===== config.mk =====
export PLATFORM = sky130hd
export DESIGN_NAME = adc_sample_ctrl
export DESIGN_NICKNAME = d
export VERILOG_FILES = /design/src/rtl/adc_sample_ctrl.sv
export SDC_FILE = /design/constraint.sdc
export NUM_CORES = 1
export LEC_CHECK = 0
export BUFFER_PORTS_ARGS = -buffer_cell sky130_fd_sc_hd__buf_4
export CAP_MARGIN = 20
export CORE_MARGIN = 2
export CORE_UTILIZATION = 30
export CTS_CLUSTER_DIAMETER = 40
export CTS_CLUSTER_SIZE = 25
export DETAILED_ROUTE_END_ITERATION = 10
export GPL_TIMING_DRIVEN = 0
export PLACE_DENSITY = 0.47
export SYNTH_ARGS = -nofsm -noshare
export SYNTH_HDL_FRONTEND = slang
export SYNTH_SLANG_ARGS = --single-unit

===== constraint.sdc =====
create_clock -name clk_clk -period 3.16 [get_ports clk_clk]
set_input_delay 0.474 -clock clk_clk [delete_from_list [all_inputs] [get_ports clk_clk]]
set_output_delay 0.474 -clock clk_clk [all_outputs]
set_load 0.02 [all_outputs]

===== src/rtl/adc_sample_ctrl.sv =====
// adc_sample_ctrl: starts and stops the modular ADC sequencer in continuous
// mode through its CSR port, boxcar-averages the response stream per
// channel and keeps the latest average of each channel for readback.
module adc_sample_ctrl #(
  parameter int NUM_CH   = 9,
  parameter int AVG_LOG2 = 3
) (
  input  logic        clk_clk,
  input  logic        reset_reset_n,
  input  logic        enable,
  output logic        busy,
  output logic        seq_csr_address,
  output logic        seq_csr_read,
  output logic        seq_csr_write,
  output logic [31:0] seq_csr_writedata,
  input  logic [31:0] seq_csr_readdata,
  input  logic        rsp_valid,
  input  logic [4:0]  rsp_channel,
  input  logic [11:0] rsp_data,
  input  logic [4:0]  rd_ch,
  output logic [11:0] rd_data,
  output logic        rd_fresh,
  input  logic        rd_ack,
  output logic        upd_pulse,
  output logic [4:0]  upd_ch,
  output logic [15:0] drop_cnt
);

  // Accumulator holds up to 2^AVG_LOG2 full-scale samples without overflow.
  localparam int ACC_W = 12 + AVG_LOG2;
  // Sample counter needs at least one bit even when every sample is a result.
  localparam int CNT_W = (AVG_LOG2 > 0) ? AVG_LOG2 : 1;
  localparam logic [CNT_W-1:0] CNT_MAX = CNT_W'((1 << AVG_LOG2) - 1);
  localparam logic [5:0] NUM_CH_EXT = 6'(NUM_CH);

  // Sequencer command words: bit0 = run, bits[3:1] = mode (000 = continuous).
  localparam logic [31:0] CMD_RUN  = 32'h0000_0001;
  localparam logic [31:0] CMD_STOP = 32'h0000_0000;

  localparam logic [2:0] IDLE     = 3'd0;
  localparam logic [2:0] START    = 3'd1;
  localparam logic [2:0] RUN      = 3'd2;
  localparam logic [2:0] STOP     = 3'd3;
  localparam logic [2:0] POLL_RD  = 3'd4;
  localparam logic [2:0] POLL_CHK = 3'd5;

  logic [2:0]  state_q, state_d;
  logic        csr_read_q, csr_read_d;
  logic        csr_write_q, csr_write_d;
  logic [31:0] csr_wdata_q, csr_wdata_d;
  logic        start_clr;

  logic        upd_pulse_q;
  logic [4:0]  upd_ch_q;
  logic [15:0] drop_cnt_q;
  logic [11:0] rd_data_q;
  logic        rd_fresh_q;

  logic [NUM_CH-1:0] done_vec;
  logic [11:0]       res_pad [32];
  logic [31:0]       fresh_pad;
  logic              in_range;

  // Only the run bit of the sequencer status is of interest.
  logic [30:0] unused_readdata;
  assign unused_readdata = seq_csr_readdata[31:1];

  assign in_range = ({1'b0, rsp_channel} < NUM_CH_EXT);

  // Next-state and CSR command decode; CSR strobes are registered outputs.
  always_comb begin
    state_d     = state_q;
    csr_read_d  = 1'b0;
    csr_write_d = 1'b0;
    csr_wdata_d = 32'h0;
    start_clr   = 1'b0;
    case (state_q)
      IDLE: begin
        if (enable) begin
          state_d   = START;
          start_clr = 1'b1;
        end
      end
      START: begin
        csr_write_d = 1'b1;
        csr_wdata_d = CMD_RUN;
        state_d     = RUN;
      end
      RUN: begin
        if (!enable) begin
          state_d = STOP;
        end
      end
      STOP: begin
        csr_write_d = 1'b1;
        csr_wdata_d = CMD_STOP;
        state_d     = POLL_RD;
      end
      POLL_RD: begin
        csr_read_d = 1'b1;
        state_d    = POLL_CHK;
      end
      POLL_CHK: begin
        // The read strobe is on the bus during the first POLL_CHK cycle;
        // readdata is valid the cycle after, so wait until the strobe drops.
        if (!csr_read_q) begin
          state_d = seq_csr_readdata[0] ? POLL_RD : IDLE;
        end
      end
      default: state_d = IDLE;
    endcase
  end

  // FSM state and registered CSR command outputs.
  always_ff @(posedge clk_clk or negedge reset_reset_n) begin
    if (!reset_reset_n) begin
      state_q     <= IDLE;
      csr_read_q  <= 1'b0;
      csr_write_q <= 1'b0;
      csr_wdata_q <= 32'h0;
    end else begin
      state_q     <= state_d;
      csr_read_q  <= csr_read_d;
      csr_write_q <= csr_write_d;
      csr_wdata_q <= csr_wdata_d;
    end
  end

  // Per-channel accumulator, sample count, result and fresh flag.
  genvar gi;
  generate
    for (gi = 0; gi < NUM_CH; gi++) begin : g_ch
      logic [ACC_W-1:0] acc_q;
      logic [CNT_W-1:0] cnt_q;
      logic [11:0]      res_q;
      logic             fresh_q;
      logic             hit;
      logic             full;
      logic             ack_hit;
      logic [ACC_W-1:0] sum;

      assign hit     = rsp_valid && (rsp_channel == 5'(gi));
      assign full    = (cnt_q == CNT_MAX);
      assign ack_hit = rd_ack && (rd_ch == 5'(gi));
      assign sum     = acc_q + ACC_W'(rsp_data);

      assign done_vec[gi]  = hit && full;
      assign res_pad[gi]   = res_q;
      assign fresh_pad[gi] = fresh_q;

      // Accumulate; a completing sample publishes the average and restarts
      // the group, a sequencer start discards any partial group.
      always_ff @(posedge clk_clk or negedge reset_reset_n) begin
        if (!reset_reset_n) begin
          acc_q   <= '0;
          cnt_q   <= '0;
          res_q   <= '0;
          fresh_q <= 1'b0;
        end else begin
          if (hit && full) begin
            res_q <= sum[AVG_LOG2 +: 12];
            acc_q <= '0;
            cnt_q <= '0;
          end else if (start_clr) begin
            acc_q <= '0;
            cnt_q <= '0;
          end else if (hit) begin
            acc_q <= sum;
            cnt_q <= cnt_q + 1'b1;
          end
          // A new result beats an acknowledge landing in the same cycle.
          if (hit && full) begin
            fresh_q <= 1'b1;
          end else if (ack_hit) begin
            fresh_q <= 1'b0;
          end
        end
      end
    end

    // Unused channel slots read back as zero result, not fresh.
    for (gi = 0; gi < 32; gi++) begin : g_pad
      if (gi >= NUM_CH) begin : g_zero
        assign res_pad[gi]   = 12'd0;
        assign fresh_pad[gi] = 1'b0;
      end
    end
  endgenerate

  // Update strobe, drop counter and registered readback port.
  always_ff @(posedge clk_clk or negedge reset_reset_n) begin
    if (!reset_reset_n) begin
      upd_pulse_q <= 1'b0;
      upd_ch_q    <= 5'd0;
      drop_cnt_q  <= 16'd0;
      rd_data_q   <= 12'd0;
      rd_fresh_q  <= 1'b0;
    end else begin
      upd_pulse_q <= |done_vec;
      if (|done_vec) begin
        upd_ch_q <= rsp_channel;
      end
      if (rsp_valid && !in_range && (drop_cnt_q != 16'hFFFF)) begin
        drop_cnt_q <= drop_cnt_q + 16'd1;
      end
      rd_data_q  <= res_pad[rd_ch];
      rd_fresh_q <= fresh_pad[rd_ch];
    end
  end

  assign busy              = (state_q != IDLE);
  assign seq_csr_address   = 1'b0;
  assign seq_csr_read      = csr_read_q;
  assign seq_csr_write     = csr_write_q;
  assign seq_csr_writedata = csr_wdata_q;
  assign upd_pulse         = upd_pulse_q;
  assign upd_ch            = upd_ch_q;
  assign drop_cnt          = drop_cnt_q;
  assign rd_data           = rd_data_q;
  assign rd_fresh          = rd_fresh_q;

endmodule

==> results of run 1 <==
[final timing paths]
check                                        startpoint                            end
min                                            rd_ch[4]          rd_data[11]$_DFF_PN0_
min in group asynchronous                 reset_reset_n        drop_cnt[5]$_DFFE_PN0P_
min reg2reg                 g_ch[8].fresh_q$_DFFE_PN0P_    g_ch[8].fresh_q$_DFFE_PN0P_
max reg2reg                g_ch[7].acc_q[0]$_DFFE_PN0P_  g_ch[7].acc_q[14]$_DFFE_PN0P_
max                        g_ch[7].acc_q[0]$_DFFE_PN0P_  g_ch[7].acc_q[14]$_DFFE_PN0P_
max in group asynchronous                 reset_reset_n           rd_data[4]$_DFF_PN0_
[logic make-up after synthesis]
family                     share of synthesized area, %
xor gates and xnor gates                          5.018
AOI/OAI and AO/OA                                 19.09
adders and majority gates                         9.473
buffers and inverters                             3.350
muxes                                             8.354
and+or+nand+nor                                   11.82
DFF                                               42.88
other                                           0.02008
[sequential cells by signal, summed over array words and instances, names as in the netlist]
signal and count:
upd_ch 5, state_q 3, g_ch.fresh_q 9, upd_pulse 1, seq_csr_read 1, rd_data 12, g_ch.res_q 108, seq_csr_writedata 1
drop_cnt 16, g_ch.acc_q 135, g_ch.cnt_q 27, seq_csr_write 1, rd_fresh 1
[repair_timing]
item,CTS,global route
resized for setup,1,1
setup buffers,3,0
endpoints found under the setup margin,1,3
endpoints found under the hold margin,37,0
hold buffers,1,0
[per-stage QoR]
step	cell area (um2)	hold slack, ns
6_report	22900	0.1327
5_1_grt	22890	0.1216
4_1_cts	22890	0.09528
3_5_place_dp	20420	0.3833
3_3_place_gp	20330	0.4645
2_1_floorplan	18790	0.1784
[where the power goes]
group | total (uW) | internal, uW | switching, uW
Clock | 7500 | 4930 | 2570
Combinational | 3110 | 1150 | 1960
Sequential | 4640 | 4420 | 228
Total | 15300 | 10500 | 4750
[area by class of cell]
type / instances / area, um2
Antenna cell: 1 / 2.502
Buffer: 88 / 479.2
Clock buffer: 86 / 1978
Clock inverter: 45 / 459.2
Fill cell: 6119 / 38700
Inverter: 39 / 150.1
Multi-Input combinational cell: 1369 / 10160
Sequential cell: 320 / 8008
Tap cell: 837 / 1047
Timing Repair Buffer: 72 / 610.6
[cell usage in the layout, fill, tap and decap left out, types with 8 or more instances in the layout]
cell type  synthesis  routed
dfrtp_1          320     320
nand2_1          147     147
ha_1             127     127
a21oi_1          118     118
nor2_1           117     117
o21ai_0          117     117
a22o_1           109     109
buf_4             33     100
mux2_2            81      81
xnor2_1           78      78
clkbuf_16          0      75
inv_1             39      38
nand2b_1          38      38
clkbuf_1          32      37
conb_1             1      32
xor2_1            29      29
mux4_2            27      27
a21o_1            27      27
nand3_1           26      26
nor3_1            24      24
a211oi_1          22      22
a31oi_1           22      22
buf_2             19      19
o21a_1            16      16
a22oi_1           15      15
or3_1             15      15
nor2b_1           13      13
inv_6              0      13
and2_1            12      12
clkinv_2           0      12
and3_1            10      10
o22ai_1           10      10
nor3b_1            9       9
o211ai_1           9       9
fa_1               9       9
nand4_1            8       8
o2111ai_1          8       8
a32o_1             8       8
[metal layers]
layer  wire length, um  GRT usage (%)  part of all wire [%]
met2             25230          27.34                    45
met5                16              0                 0.028
met4              1555          6.560                   2.7
met1             27440          25.52                    49
met3              2336          2.970                   4.1
[critical path, delay by kind of cell (launching register included)]
family                     cells  cell delay, ns
AOI/OAI and AO/OA              3            1.11
xor gates and xnor gates       1            0.43
adders and majority gates      2            0.67
DFF                            1            0.37
and+or+nand+nor                2            0.32
==> results.tsv, run 1 <==
metric	value	unit
Hold Violations, Final	0	
Max-slew headroom	35.60	%
Final nets	2157	
initial antenna violation count	2	
most frequent cell after synthesis	dfrtp_1	
H-tree depth	3	
final std cells w/o fill	2857	
Lkg Pwr	0.01092	uW
first-pass GRT wire length	86910	um
Max Root-Sink Buffers	3	
post-route ant nets	0	
DRT Pass-1 Iters	5	
Die Area	64270	um2
critical path's largest stage delay	0.66	ns
CP required	3.60	ns
Least-Margin Pin Slew	0.9620	ns
EDFF count, synth	0	
fraction of final layout cells sized beyond drive strength 1	18.82	%
Final Critical Period	3.043	ns
hpwl dp	40140	um
setup TNS	0	ns
clock skew	0.02906	ns
CORE AREA	61600	um2
most frequent cells after synthesis	320 x dfrtp_1, 147 x nand2_1, 127 x ha_1	
Setup WS post-layout	0.1170	ns
CP endpoint kind	register	
worst-path maximum fanout	4	
maxcap violations	0	
DP Worst Slack	-0.6692	ns
vias per std cell	5.017	
TritonCTS clock tree	done	
count of cell types in the netlist	75	
Pwr Total	15250	uW
Inserted Clock Buffers	72	
# rows	91	
Iter 0 DRT Violations	896	
area leader, netlist	dfrtp_1	
total global-route track usage	17.94	%
CP startpoint kind	register	
drt total wl	56580	um
asr flop ratio synth	100.0	%
Seq cells post-synth	320	
average size of a mapped cell	10.46	um2
endpoints failing setup	0	
main area contributors after synthesis	dfrtp_1 43%, ha_1 8.5%, a22o_1 5.1%	
HP Class	input port to register	
via count	14330	
placed cells	2721	
Cell Pwr Density	666.1	nW/um2
IO Port Bufs	65	
wire length per cell	19.80	um
Die X-Extent	253.5	um
vias in the first global route	14250	
Final GP Congestion	0.8524	
synthesized cell area	18680	um2
R2R Setup Slk	0.12	ns
Slew Limit Fails	0	
status	completed	
Starting Density	30.32	%
Mapped Cells	1785	
post-synth top area share	42.88	%
ys flop type	dfrtp_1	
Yosys Warn Count	0	
Worst-path clk slew	0.05	ns
I/O pins	130	
period utilization	96.30	%
worst path arrival time	3.48	ns
Die Height	253.5	um
crit path max-delay cell type	a2111oi_1	
clk root buf	clkbuf_16	
Peak VDD IR	0.5407	mV
sequential share of the synthesized area	42.88	%
Layout area overhead	22.59	%
Worst Reg-to-Reg Cells	8	
number of remaining DRC errors	0	
Hold Path Depth	2	
GRT overflow	0	
largest net degree at the start of global routing	110	
Setup CP Type	register to register	
Fmax	0.3286	GHz
crit path cell chain	ha_1 > fa_1 > a211o_1 > and2_1 > a2111oi_1 > nor3_1 > xnor2_1 > o21ai_0	
Skew-Pair Late Insertion Delay	0.59	ns
Final Util	37.17	%
unrepaired setup endpoints after global routing	false	
clock sink count	320	
Note: power is estimated with default switching activity, not from simulation.
==> run 2, diff against run 1 <==
Settings changed: CORE_UTILIZATION 30 to 45, PLACE_DENSITY 0.47 to 0.64.
==> run 2 against run 1 <==
Routed wire length fell by 10%. Combinational power down 2%. Fmax is 8.1% higher. Via count is 0.98% higher. Worst setup slack better by 0.23 ns. Sequential share of layout area is 1.7 points higher. First-iteration DRC count is 14% higher. Global-route usage increased by 5.8 points. Clock-buffer cell count decreased by 28. Critical path depth unchanged. Power decreased by 13%.
==> results.tsv, run 2 (synthesized netlist as in run 1, its figures left out) <==
metric	value	unit	change
maxcap violations	0		unchanged
Max Root-Sink Buffers	3		unchanged
Least-Margin Pin Slew	0.8152	ns	was 0.9620 ns
H-tree depth	2		was 3
worst-path maximum fanout	10		was 4
Sequential Area	8008	um2	unchanged
drt total wl	50900	um	was 56580 um
placed cells	2416		was 2721
Int Pwr	8838	uW	was 10500 uW
Die Height	207.7	um	was 253.5 um
hpwl dp	36080	um	was 40140 um
Reg power frac	34.9	%	was 30.4%
number of remaining DRC errors	0		unchanged
reg2reg end	g_ch[1].acc_q[5]$_DFFE_PN0P_		was g_ch[7].acc_q[14]$_DFFE_PN0P_
Skew-Pair Late Insertion Delay	0.60	ns	was 0.59 ns
critical path's largest stage delay	0.48	ns	was 0.66 ns
Setup CP Type	register to register		unchanged
Inserted Clock Buffers	50		was 72
Max-slew headroom	45.24	%	was 35.60%
vias in the first global route	14200		was 14250
Hold Path Depth	2		unchanged
CP top delay family	buffers and inverters		was compound AO/OA/AOI/OAI gates
largest net degree at the start of global routing	114		was 110
total global-route track usage	23.77	%	was 17.94%
Biggest register	g_ch.acc_q		unchanged
HP Class	input port to register		unchanged
R2R Setup Slk	0.35	ns	was 0.12 ns
clock network power share	42.3	%	was 49.2%
clock skew	0.01999	ns	was 0.02906 ns
Die Area	43150	um2	was 64270 um2
crit path max-delay cell type	buf_2		was a2111oi_1
Hold Slack	0.1135	ns	was 0.1327 ns
Worst R2R Start	state_q[1]$_DFFE_PN0P_		was g_ch[7].acc_q[0]$_DFFE_PN0P_
n_diodes	0		was 1
vias per std cell	5.753		was 5.017
Final GP Congestion	0.8960		was 0.8524
Final Critical Period	2.814	ns	was 3.043 ns
Net Sw Frac	33.56	%	was 31.17%
Iter 0 DRT Violations	1023		was 896
endpoints failing setup	0		unchanged
reported net switching power	4465	uW	was 4754 uW
CP required	3.64	ns	was 3.60 ns
Layout area overhead	16.91	%	was 22.59%
final std cells w/o fill	2516		was 2857
most frequent cells in the layout	320 x dfrtp_1, 147 x nand2_1, 127 x ha_1		unchanged
combinational share of power	22.9	%	was 20.4%
initial antenna violation count	0		was 2
CORE AREA	40920	um2	was 61600 um2
Final Util	53.35	%	was 37.17%
CP startpoint kind	register		unchanged
biggest regs	g_ch.acc_q: 135 flops, g_ch.res_q: 108 flops, g_ch.cnt_q: 27 flops		unchanged
setup TNS	0	ns	unchanged
DRT Pass-1 Iters	5		unchanged
fraction of final layout cells sized beyond drive strength 1	17.59	%	was 18.82%
GRT overflow	0		unchanged
min-delay src	rd_ch[4]		unchanged
CP most frequent cell	buf_2		
status	completed		unchanged
Starting Density	45.64	%	was 30.32%
Lkg Pwr	0.01057	uW	was 0.01092 uW
unrepaired setup endpoints after global routing	false		unchanged
Final nets	2137		was 2157
Worst-path clk slew	0.06	ns	was 0.05 ns
via count	14470		was 14330
worst path arrival time	3.29	ns	was 3.48 ns
wire length per cell	20.23	um	was 19.80 um
I/O pins	130		unchanged
period utilization	89.05	%	was 96.30%
first-pass GRT wire length	80740	um	was 86910 um
Hold EP	rd_data[11]$_DFF_PN0_		unchanged
most common cell after layout, fill and taps aside	dfrtp_1		unchanged
IO Port Bufs	65		unchanged
fillers	3623		was 6119
area of the multi-input gates	10170	um2	was 10160 um2
Pwr Total	13300	uW	was 15250 uW
Slew Limit Fails	0		unchanged
# rows	74		was 91
clk root buf	clkbuf_16		unchanged
Hold Violations, Final	0		unchanged
Worst Reg-to-Reg Cells	8		unchanged
Die X-Extent	207.7	um	was 253.5 um
crit path cell chain	clkbuf_2 > nor3_1 > and2_1 > buf_2 > buf_2 > nor2_1 > clkbuf_1 > a22o_1		was ha_1 > fa_1 > a211o_1 > and2_1 > a2111oi_1 > nor3_1 > xnor2_1 > o21ai_0
TritonCTS clock tree	done		unchanged
crit path buf inv count	4		was 0
post-route ant nets	0		unchanged
max FFs per register	135		unchanged
clock sink count	320		unchanged
Peak VDD IR	0.5084	mV	was 0.5407 mV
Fmax	0.3554	GHz	was 0.3286 GHz
CP endpoint kind	register		unchanged
Cell Pwr Density	609.3	nW/um2	was 666.1 nW/um2
[run 2: changes by cell type in the layout (fill, tap and decap cells not counted), sizes merged, moves of 2 or more]
| cell | before | now |
|---|---|---|
| inv | 55 | 61 |
| buf | 126 | 128 |
| bufinv | 5 | 1 |
| clkbuf | 119 | 91 |
| clkinv | 18 | 8 |
[run 2: repair_timing]
item | CTS | global route
hold buffers | 1 | 0
resized for setup | 0 | 3
setup endpoints to repair | 0 | 13
buffers inserted | 0 | 5
hold endpoints to repair | 63 | 0
[run 2: metrics by stage]
| stage | setup slack [ns] | instance area [um2] |
|---|---|---|
| after floorplan | 0.5581 | 18790 |
| after global placement | -1.397 | 19950 |
| after detailed placement | -0.5486 | 20040 |
| after CTS | 0.06947 | 21770 |
| after global routing | 0.1501 | 21830 |
| final | 0.3461 | 21830 |
[run 2: per-layer routing]
metal / share of wire (%) / track usage (%)
met1: 46 / 33.41
met2: 46 / 37.51
met3: 5.4 / 3.646
met4: 2.8 / 8.413
met5: 0 / 0
[run 2: power groups by stage]
stage          Combinational, uW  Clock [uW]  Sequential [uW]
4_1_cts                     3020        5720             4630
2_1_floorplan               2050           0             4720
3_3_place_gp                2940           0             4690
5_1_grt                     3400        5900             4680
6_report                    3040        5620             4640
3_5_place_dp                3000           0             4700
[run 2: layout make-up]
cell class	instances	area share [%]
Multi-Input combinational cell	1369	46.56
Sequential cell	320	36.67
Clock buffer	58	6.143
Tap cell	532	3.049
Timing Repair Buffer	74	2.922
Buffer	88	2.195
Clock inverter	36	1.771
Inverter	39	0.6876
[run 2: how the worst max path moves through the flow]
stage          cells after the start                    from  slack, ns                             to
6_report                           8  state_q[1]$_DFFE_PN0P_       0.35   g_ch[1].acc_q[5]$_DFFE_PN0P_
5_1_grt                           10             rsp_data[1]       0.15  g_ch[4].res_q[11]$_DFFE_PN0N_
4_1_cts                            9             rsp_data[1]       0.07  g_ch[4].res_q[11]$_DFFE_PN0N_
3_5_place_dp                       9             rsp_data[1]      -0.55  g_ch[4].res_q[11]$_DFFE_PN0N_
3_3_place_gp                       1           reset_reset_n      -1.40   g_ch[4].cnt_q[1]$_DFFE_PN0P_
2_1_floorplan                      8             rsp_data[0]       0.56  g_ch[7].res_q[11]$_DFFE_PN0N_
==> run 3, diff against run 2 <==
Settings changed: CTS_BUF_LIST from default to sky130_fd_sc_hd__clkbuf_2 sky130_fd_sc_hd__clkbuf_4 sky130_fd_sc_hd__clkbuf_8.
==> run 3 against run 2 <==
Sequential cell count did not move. Non-clock buffer count unchanged. Register-to-register slack about the same. Sequential share of layout area rose by 1.0 points. Sequential power barely moved. Die area is the same. Power decreased by 12%. Worst setup slack better by 0.0029 ns. Critical path type unchanged. Largest power group is now registers.
==> results.tsv, run 3 (synthesized netlist as in run 1, its figures left out) <==
metric	value	unit	change
status	completed		unchanged
maxcap violations	0		unchanged
Worst-path clk slew	0.08	ns	was 0.06 ns
I/O pins	130		unchanged
CORE AREA	40920	um2	unchanged
Hold Path Depth	2		unchanged
clock sink count	320		unchanged
unrepaired setup endpoints after global routing	false		unchanged
max FFs per register	135		unchanged
Final Util	51.94	%	was 53.35%
Reg power frac	39.5	%	was 34.9%
HP Class	input port to register		unchanged
met2 WL	23370	um	was 23450 um
fillers	3707		was 3623
Worst Reg-to-Reg Cells	8		unchanged
critical path's largest stage delay	0.51	ns	was 0.48 ns
M1 WL	23340	um	was 23290 um
Top Layer Used	met4		unchanged
Die Area	43150	um2	unchanged
biggest regs	g_ch.acc_q: 135 flops, g_ch.res_q: 108 flops, g_ch.cnt_q: 27 flops		unchanged
post-route ant nets	0		unchanged
met3 wire length	2526	um	was 2737 um
Die Height	207.7	um	unchanged
Inserted Clock Buffers	50		unchanged
number of remaining DRC errors	0		unchanged
Max-slew headroom	44.37	%	was 45.24%
min-delay src	rd_ch[4]		unchanged
Starting Density	45.64	%	unchanged
Int Pwr	7477	uW	was 8838 uW
via count	14560		was 14470
DRT Pass-1 Iters	5		unchanged
Hold Slack	0.04781	ns	was 0.1135 ns
period utilization	88.95	%	was 89.05%
fraction of final layout cells sized beyond drive strength 1	17.69	%	was 17.59%
Layout area overhead	13.81	%	was 16.91%
H-tree depth	2		unchanged
DP Area	20040	um2	unchanged
Fmax	0.3557	GHz	was 0.3554 GHz
Max Root-Sink Buffers	3		unchanged
Iter 0 DRT Violations	1050		was 1023
reg2reg end	g_ch[7].acc_q[14]$_DFFE_PN0P_		was g_ch[1].acc_q[5]$_DFFE_PN0P_
Setup CP Type	register to register		unchanged
CP required	3.66	ns	was 3.64 ns
TritonCTS clock tree	done		unchanged
crit path cell chain	ha_1 > fa_1 > a211o_1 > and2_1 > a2111oi_2 > nor3_1 > xnor2_1 > o21ai_0		was clkbuf_2 > nor3_1 > and2_1 > buf_2 > buf_2 > nor2_1 > clkbuf_1 > a22o_1
wire length per cell	20.18	um	was 20.23 um
GRT overflow	0		unchanged
Peak VDD IR	0.4516	mV	was 0.5084 mV
largest net degree at the start of global routing	114		unchanged
clock network power share	34.5	%	was 42.3%
Die X-Extent	207.7	um	unchanged
Lkg Pwr	0.01031	uW	was 0.01057 uW
hpwl dp	36080	um	unchanged
CP startpoint kind	register		unchanged
IO Port Bufs	65		unchanged
fin area	21260	um2	was 21830 um2
Final Critical Period	2.811	ns	was 2.814 ns
Net Sw Frac	36.15	%	was 33.56%
Pwr Total	11710	uW	was 13300 uW
initial antenna violation count	1		was 0
Cell Pwr Density	550.9	nW/um2	was 609.3 nW/um2
R2R Setup Slk	0.35	ns	about the same
Slew Limit Fails	0		unchanged
clk root buf	clkbuf_8		was clkbuf_16
most common cell after layout, fill and taps aside	dfrtp_1		unchanged
CP endpoint kind	register		unchanged
combinational share of power	26.0	%	was 22.9%
worst path arrival time	3.31	ns	was 3.29 ns
Final GP Congestion	0.8960		unchanged
Hold Violations, Final	0		unchanged
clock skew	0.02146	ns	was 0.01999 ns
total global-route track usage	23.58	%	was 23.77%
vias in the first global route	14070		was 14200
worst-path maximum fanout	4		was 10
Biggest register	g_ch.acc_q		unchanged
vias per std cell	5.785		was 5.753
Final nets	2137		unchanged
Least-Margin Pin Slew	0.8310	ns	was 0.8152 ns
crit path max-delay cell type	a2111oi_2		was buf_2
# rows	74		unchanged
setup TNS	0	ns	unchanged
reported net switching power	4234	uW	was 4465 uW
Skew-Pair Late Insertion Delay	0.64	ns	was 0.60 ns
drt total wl	50770	um	was 50900 um
first-pass GRT wire length	80040	um	was 80740 um
most frequent cells in the layout	320 x dfrtp_1, 147 x nand2_1, 127 x ha_1		unchanged
n_diodes	0		unchanged
Worst R2R Start	g_ch[7].acc_q[0]$_DFFE_PN0P_		was state_q[1]$_DFFE_PN0P_
endpoints failing setup	0		unchanged
Hold EP	rd_data[11]$_DFF_PN0_		unchanged
==> run 3: changes by cell type in the layout (fill, tap and decap cells not counted) <==
cell and delta:
clkbuf_4 +2, inv_6 -1, clkbuf_16 -50, buf_4 +1
clkbuf_8 +50, clkbuf_1 -2, clkinvlp_4 +2, clkinv_8 -1
buf_12 -1
==> run 3: how the worst max path moves through the flow <==
stage	startpoint	endpoint	slack [ns]	cells after the start
floorplan	rsp_data[0]	g_ch[7].res_q[11]$_DFFE_PN0N_	0.56	8
global placement	reset_reset_n	g_ch[4].cnt_q[1]$_DFFE_PN0P_	-1.40	1
detailed placement	rsp_data[1]	g_ch[4].res_q[11]$_DFFE_PN0N_	-0.55	9
CTS	g_ch[7].acc_q[0]$_DFFE_PN0P_	g_ch[7].acc_q[14]$_DFFE_PN0P_	0.1	8
global route	g_ch[4].acc_q[0]$_DFFE_PN0P_	g_ch[4].res_q[11]$_DFFE_PN0N_	0.16	9
finish	g_ch[7].acc_q[0]$_DFFE_PN0P_	g_ch[7].acc_q[14]$_DFFE_PN0P_	0.35	8
==> run 3: final cells by class <==
cell class	count	area, um2	area share (%)
buffer	88	479.2	2.254
clock inverter	36	376.6	1.772
multi-input combinational	1369	10170	47.83
inverter	39	150.1	0.7063
clock buffer	58	785.8	3.697
tap	532	665.6	3.131
timing repair buffer	74	625.6	2.943
sequential	320	8008	37.67
==> run 3: worst max-delay path, delay by kind of cell, from the launching register on <==
family,cells,cell delay [ns]
xor+xnor,1,0.39
fa+ha+maj,2,0.65
flops,1,0.38
simple gates,2,0.31
compound gates,3,0.93
==> run 3: metrics by stage <==
stage / worst slack [ns] / std cells
after detailed placement: -0.5486 / 2416
after global placement: -1.397 / 2413
after CTS: 0.09671 / 2511
final: 0.3490 / 2516
after global routing: 0.1597 / 2516
after floorplan: 0.5581 / 1816
==> run 3: power groups by stage <==
stage,clock network [uW],logic (uW),registers [uW]
finish,4040,3040,4630
CTS,4140,3020,4630
global placement,0,2940,4690
global route,4300,3390,4680
floorplan,0,2050,4720
detailed placement,0,3000,4700
==> run 3: timing repair <==
action,4_1_cts,5_1_grt
gates resized for setup,0,3
hold buffers,1,0
endpoints found under the hold margin,115,0
setup buffers,0,5
setup endpoints to repair,0,6
==> run 3: metal layers <==
layer	track usage (%)	vias up
met1	33.40	7162
li1	-	6884
met3	3.071	102
met5	0	-
met2	37.34	407
met4	8.291	0
